**config.mk**
```make
export PLATFORM = sky130hd
export DESIGN_NAME = servo_pwm_capture
export DESIGN_NICKNAME = d
export VERILOG_FILES = /design/src/rtl/servo_pwm_capture.sv
export SDC_FILE = /design/constraint.sdc
export NUM_CORES = 1
export LEC_CHECK = 0
export BUFFER_PORTS_ARGS = -buffer_cell sky130_fd_sc_hd__buf_2
export CORE_ASPECT_RATIO = 1.2
export CORE_MARGIN = 2
export CORE_UTILIZATION = 53
export DETAILED_ROUTE_END_ITERATION = 12
export PLACE_DENSITY = 0.76
export SETUP_SLACK_MARGIN = 0.1
export SLEW_MARGIN = 25
export SYNTH_ARGS = -nofsm -noshare
export SYNTH_HDL_FRONTEND = slang
export SYNTH_SLANG_ARGS = --single-unit
```
**constraint.sdc**
```tcl
create_clock -name clock_clk -period 2.3 [get_ports clock_clk]
set_input_delay 0.115 -clock clock_clk [delete_from_list [all_inputs] [get_ports clock_clk]]
set_output_delay 0.115 -clock clock_clk [all_outputs]
set_load 0.01 [all_outputs]
```
**src/rtl/servo_pwm_capture.sv**
```systemverilog
`timescale 1ns/1ps
// Measures high time and rise-to-rise period of a servo PWM input; publishes on each frame-ending rise.
// Latency: 3 edges from pwm_in rise to sample_valid. No backpressure; a timeout flags loss of signal.
module servo_pwm_capture #(
  parameter int unsigned MIN_WIDTH  = 50000,
  parameter int unsigned MAX_WIDTH  = 250000,
  parameter int unsigned MIN_PERIOD = 1000000,
  parameter int unsigned MAX_PERIOD = 4000000
) (
  input  logic        clock_clk,
  input  logic        reset_low,
  input  logic        pwm_in,
  output logic [31:0] width_out,
  output logic [31:0] period_out,
  output logic        sample_valid,
  output logic        in_range,
  output logic        signal_lost
);

  localparam logic [31:0] MIN_W = 32'(MIN_WIDTH);
  localparam logic [31:0] MAX_W = 32'(MAX_WIDTH);
  localparam logic [31:0] MIN_P = 32'(MIN_PERIOD);
  localparam logic [31:0] MAX_P = 32'(MAX_PERIOD);

  typedef enum logic [1:0] {IDLE, HIGH, LOW} state_t;

  state_t      state, state_nxt;
  logic        sync_a, sync, prev;
  logic        rise, fall;
  logic [31:0] width_cnt, period_cnt, width_nxt, period_nxt;
  logic        publish, timeout;
  logic        range_ok;

  always_ff @(posedge clock_clk or negedge reset_low) begin
    if (!reset_low) begin
      sync_a <= 1'b0;
      sync   <= 1'b0;
      prev   <= 1'b0;
    end else begin
      sync_a <= pwm_in;
      sync   <= sync_a;
      prev   <= sync;
    end
  end

  assign rise = sync & ~prev;
  assign fall = ~sync & prev;

  assign range_ok = (width_cnt >= MIN_W) && (width_cnt <= MAX_W) &&
                    (period_cnt >= MIN_P) && (period_cnt <= MAX_P);

  // Timeout is tested before any increment so the counters stop at MAX_P.
  always_comb begin
    state_nxt  = state;
    width_nxt  = width_cnt;
    period_nxt = period_cnt;
    publish    = 1'b0;
    timeout    = 1'b0;
    case (state)
      IDLE: begin
        if (rise) begin
          state_nxt  = HIGH;
          width_nxt  = 32'd1;
          period_nxt = 32'd1;
        end
      end
      HIGH: begin
        if (period_cnt >= MAX_P) begin
          timeout    = 1'b1;
          state_nxt  = IDLE;
          width_nxt  = '0;
          period_nxt = '0;
        end else if (fall) begin
          state_nxt  = LOW;
          period_nxt = period_cnt + 32'd1;
        end else begin
          width_nxt  = width_cnt + 32'd1;
          period_nxt = period_cnt + 32'd1;
        end
      end
      LOW: begin
        if (rise) begin
          publish    = 1'b1;
          state_nxt  = HIGH;
          width_nxt  = 32'd1;
          period_nxt = 32'd1;
        end else if (period_cnt >= MAX_P) begin
          timeout    = 1'b1;
          state_nxt  = IDLE;
          width_nxt  = '0;
          period_nxt = '0;
        end else begin
          period_nxt = period_cnt + 32'd1;
        end
      end
      default: begin
        state_nxt  = IDLE;
        width_nxt  = '0;
        period_nxt = '0;
      end
    endcase
  end

  always_ff @(posedge clock_clk or negedge reset_low) begin
    if (!reset_low) begin
      state      <= IDLE;
      width_cnt  <= '0;
      period_cnt <= '0;
    end else begin
      state      <= state_nxt;
      width_cnt  <= width_nxt;
      period_cnt <= period_nxt;
    end
  end

  always_ff @(posedge clock_clk or negedge reset_low) begin
    if (!reset_low) begin
      width_out    <= '0;
      period_out   <= '0;
      sample_valid <= 1'b0;
      in_range     <= 1'b0;
      signal_lost  <= 1'b1;
    end else begin
      sample_valid <= publish;
      if (publish) begin
        width_out   <= width_cnt;
        period_out  <= period_cnt;
        in_range    <= range_ok;
        signal_lost <= 1'b0;
      end else if (timeout) begin
        signal_lost <= 1'b1;
      end
    end
  end

endmodule

```
=== Word-level counts from Yosys, hierarchy flattened ===
Cells that the tools add are included.

* Input port bits: 3
* Bits in registers: 136
* Word-level logic and storage cells: 57
* Output and inout port bits: 67

* Equality and inequality tests: 6
* Bitwise operators: 4
* Add/sub/neg operators: 2
* $lt $le $gt $ge: 5
* Reduce and logical (&&, ||, !) cells: 7
* Multiplexer cells: 22

{| class="wikitable"
|+ Operator list
! cell !! count
|-
| $mux 32 || 7
|-
| $pmux 32 s3 || 2
|-
| $add 32x1->32 const B || 2
|-
| $ge 32x16->1 const B || 1
|-
| $ge 32x20->1 const B || 1
|-
| $ge 32x22->1 const B || 1
|-
| $le 32x18->1 const B || 1
|-
| $le 32x22->1 const B || 1
|-
| $mux 2 || 5
|-
| $ne 3x3->1 const B || 3
|-
| $mux 1 || 6
|-
| $pmux 2 s3 || 1
|-
| $reduce_and 3->1 || 2
|-
| $logic_and 1x1->1 || 3
|-
| $and 1x1->1 || 2
|-
| $eq 2x1->1 const B || 1
|-
| $eq 2x2->1 const B || 1
|-
| $logic_not 2->1 || 1
|-
| $ne 2x2->1 const B || 1
|-
| $not 1->1 || 2
|-
| $pmux 1 s2 || 1
|-
| $reduce_bool 2->1 || 1
|}

=== Depth between registers and ports, before layout ===
* Depth in word-level cells: 6
* Mapped depth: 9
* Mapped depth without buffers: 8

=== Worst setup path before layout ===
No wires, ideal clock.

* Kind: flip-flop to flip-flop
* Start: reg period_cnt[17]
* End: reg width_cnt[17]
* Arrival time: 2.024 ns
* Stages on the path, launching flop included: 7
* Slack: 0.203 ns
* Path buffers: 1
* Setup time: 0.073 ns
* Required time: 2.227 ns
* Cells stage by stage: dfrtp_1 -> or4b_4 -> nor2_4 -> a211oi_4 -> buf_6 -> or4_4 -> a21oi_2

* Cells in the longest elaborated chain, start to end: 3

{| class="wikitable"
|+ Ends and longest elaborated chain
! element !! RTL line !! text
|-
| start, declared || 30 || <nowiki>logic [31:0] width_cnt, period_cnt, width_nxt, period_nxt;</nowiki>
|-
| start signal, assigned || 112 || <nowiki>period_cnt <= period_nxt;</nowiki>
|-
| $ge 32x22->1 * || 68, 87 ||
|-
| $ne 3x3->1 (no line) / $mux 32 (equally long branches) || - ||
|-
| $reduce_and 3->1 (no line) / $pmux 32 s3 (equally long branches) || - ||
|-
| end signal, assigned || 111 || <nowiki>width_cnt <= width_nxt;</nowiki>
|-
| end, declared || 30 ||
|}

Every way passes the cells marked *; elsewhere a longest branch is shown, timed or not.
A chain may end at the register's enable or synchronous reset.

=== Worst setup path after layout ===
* Start: reg period_cnt[22]
* End: reg width_cnt[18]

The elaborated chain is that of the path after synthesis.

==> out/results.txt <==
Status: completed
Area Overhead vs Synth: 23.6%
Routed wire length: 17500 µm
CP Data Required Time: 2.63 ns
ANT nets after route: 0
Initial core utilization: 53.7%
Primary FF master, synth: dfrtp_1
I/O pins: 70
Post-Place Setup Slack: 0.00210 ns
Worst-path fanout max: 17
DRT Pass-1 Iters: 7
Yosys cell types: 67
Die area: 13600 µm²
Routed WL per cell: 17.0 µm
Relative slew slack: 49.8%
Clock Path Buffers: 2
Vias in the first global route: 5901
Layout Skew: 0.00686 ns
Final Wtd Congestion: 0.862
Clk slew on worst S/H paths: 0.06 ns
Drt first-iter violations: 497
WHS: 0.229 ns
Antenna violations before repair: 0
Worst slew pin tran: 0.753 ns
Fill cells: 985
RSZ-0062 raised after global routing: true
First-pass GRT wire length: 28300 µm
P_leak: 4.19 nW
Post-synth top area share: 50.3%
Share of layout cells above drive strength 1: 24.2%
Min Tclk post-route: 2.23 ns
Vias: 6160
Max Slew Vio Count: 0
Fin. Hold Viols: 0
PortBufs: 69
Avg Inst Size Synth: 9.02 µm²
Clock Latency Late Sink: 0.42 ns
Max H-tree Level: 4
Signal arrival time at the worst endpoint: 2.56 ns
GRT Util Overall: 26.1%
Final worst slack: 0.0694 ns
Root buffer cell: clkbuf_16
EDFF count, synth: 0
Chip height: 127 µm
Hpwl dp: 11600 µm
Mapped Area: 6710 µm²
Commonest cells post-synth: nand2_1 (202), dfrtp_1 (135), nand3_1 (34)
Largest net degree at the start of global routing: 79
# clock sinks: 136
Synth area leader: dfrtp_1
Vias per std cell: 5.97
Std cell rows: 45
Grt ovf: 0
Final Cycle Share: 97.0%
Crit. End Element: register
Tot Pwr: 7.16 mW
Total CTS buffers: 17
Core area: 12500 µm²
Final setup viols: 0
Register bit total from synthesis: 136
Die Width: 107 µm
Crit Path Class: register to register
# diodes: 0
Synth Warn #: 0
Seq/Total Area, Yosys: 50.7%
Post-synthesis net count: 755
Mapped Cells: 744
Most frequent cell after synthesis: nand2_1
FFs w/ async S/R, synth: 100%
Largest cells by area after synthesis: dfrtp_1 (50%), nand2_1 (11%), nand3_1 (2.5%)
Hold Crit Class: input pin to asynchronous set/reset pin
# DRC: 0
Maximum Capacitance Violations: 0
F_max: 448 MHz
Final nets: 865
CTS tree: done
PD cells: 863 nW/µm²
Startpoint Class: register
Peak VDD IR: 546 µV
-- critical path, stage by stage, from the launching register on --
cell and delay (ns):
dfrtp_1 0.40, or4b_4 0.55, nor2_4 0.13, buf_6 0.12
a211oi_4 0.08, buf_12 0.17, or4_1 0.50, a21oi_1 0.19
-- logic make-up after synthesis --
group           Yosys count  share of synthesized area [%]
simple gates            391                           28.3
flops                   136                           50.7
compound gates          129                           13.9
buf+inv                  73                           4.57
fa+ha+maj                 8                           1.49
mux                       7                           1.04
-- flip-flops by register name, summed over array words and instances (netlist names) --
name,flops
in_range,1
period_out,32
state,2
sample_valid,1
sync,1
width_out,32
width_cnt,32
sync_a,1
signal_lost,1
prev,1
period_cnt,32
-- metrics by stage --
step           utilization (%)  TNS [ns]  cell area, µm²  instances
2_1_floorplan                -         0            6710        744
3_3_place_gp              60.1         0            7520        984
3_5_place_dp              60.1         0            7520        984
4_1_cts                   65.0         0            8120       1021
5_1_grt                   66.3   -0.0174            8290       1031
6_report                  66.3         0            8290       1031
-- what timing repair did --
item	CTS	global route
endpoints found under the setup margin	3	30
buffers inserted	3	8
endpoints found under the hold margin	38	0
gates resized for setup	2	15
pin swaps	1	7
hold buffers	2	0
cloned	0	2
-- layout by cell type (no fill, tap or decap), types with 19 or more instances in the layout --
master     instances
o21ai_0           26
nand2_1          202
nand4_1           19
inv_1             20
nor2_1            22
buf_4             67
and3_1            27
nand3_1           34
dfrtp_1          134
buf_2             68
clkbuf_16         19
-- routing by layer --
metal	wire length [µm]	track usage [%]	up-vias
met1	7050	33.6	3040
li1	-	-	2864
met5	0	0	-
met4	448	10.6	0
met3	1020	4.49	34
met2	8990	44.0	222
-- layout make-up --
class                      count  area [µm²]  area share, %
timing repair buffer         143         985           11.9
multi-input combinational    535        3060           36.9
inverter                      21        78.8          0.951
tap                          164         205           2.47
clock inverter                15         133           1.60
sequential                   136        3410           41.1
clock buffer                  17         425           5.13
-- power by group --
group	switching, mW	total, mW	internal (mW)
clock network	1.05	2.54	1.48
logic	1.25	2.02	0.771
registers	0.104	2.60	2.49
total	2.41	7.16	4.75
-- final timing paths --
check                                from             end  slack (ns)  cells after the start
max in group asynchronous       reset_low  period_cnt[23]        1.29                      3
max                        period_cnt[22]   width_cnt[18]        0.07                      7
min                             reset_low   width_cnt[23]        0.23                      2
min in group clock_clk             pwm_in          sync_a        0.35                      2
max reg2reg                period_cnt[22]   width_cnt[18]        0.07                      7
min reg2reg                        sync_a            sync        0.37                      0
(Power assumes the default switching activity.)
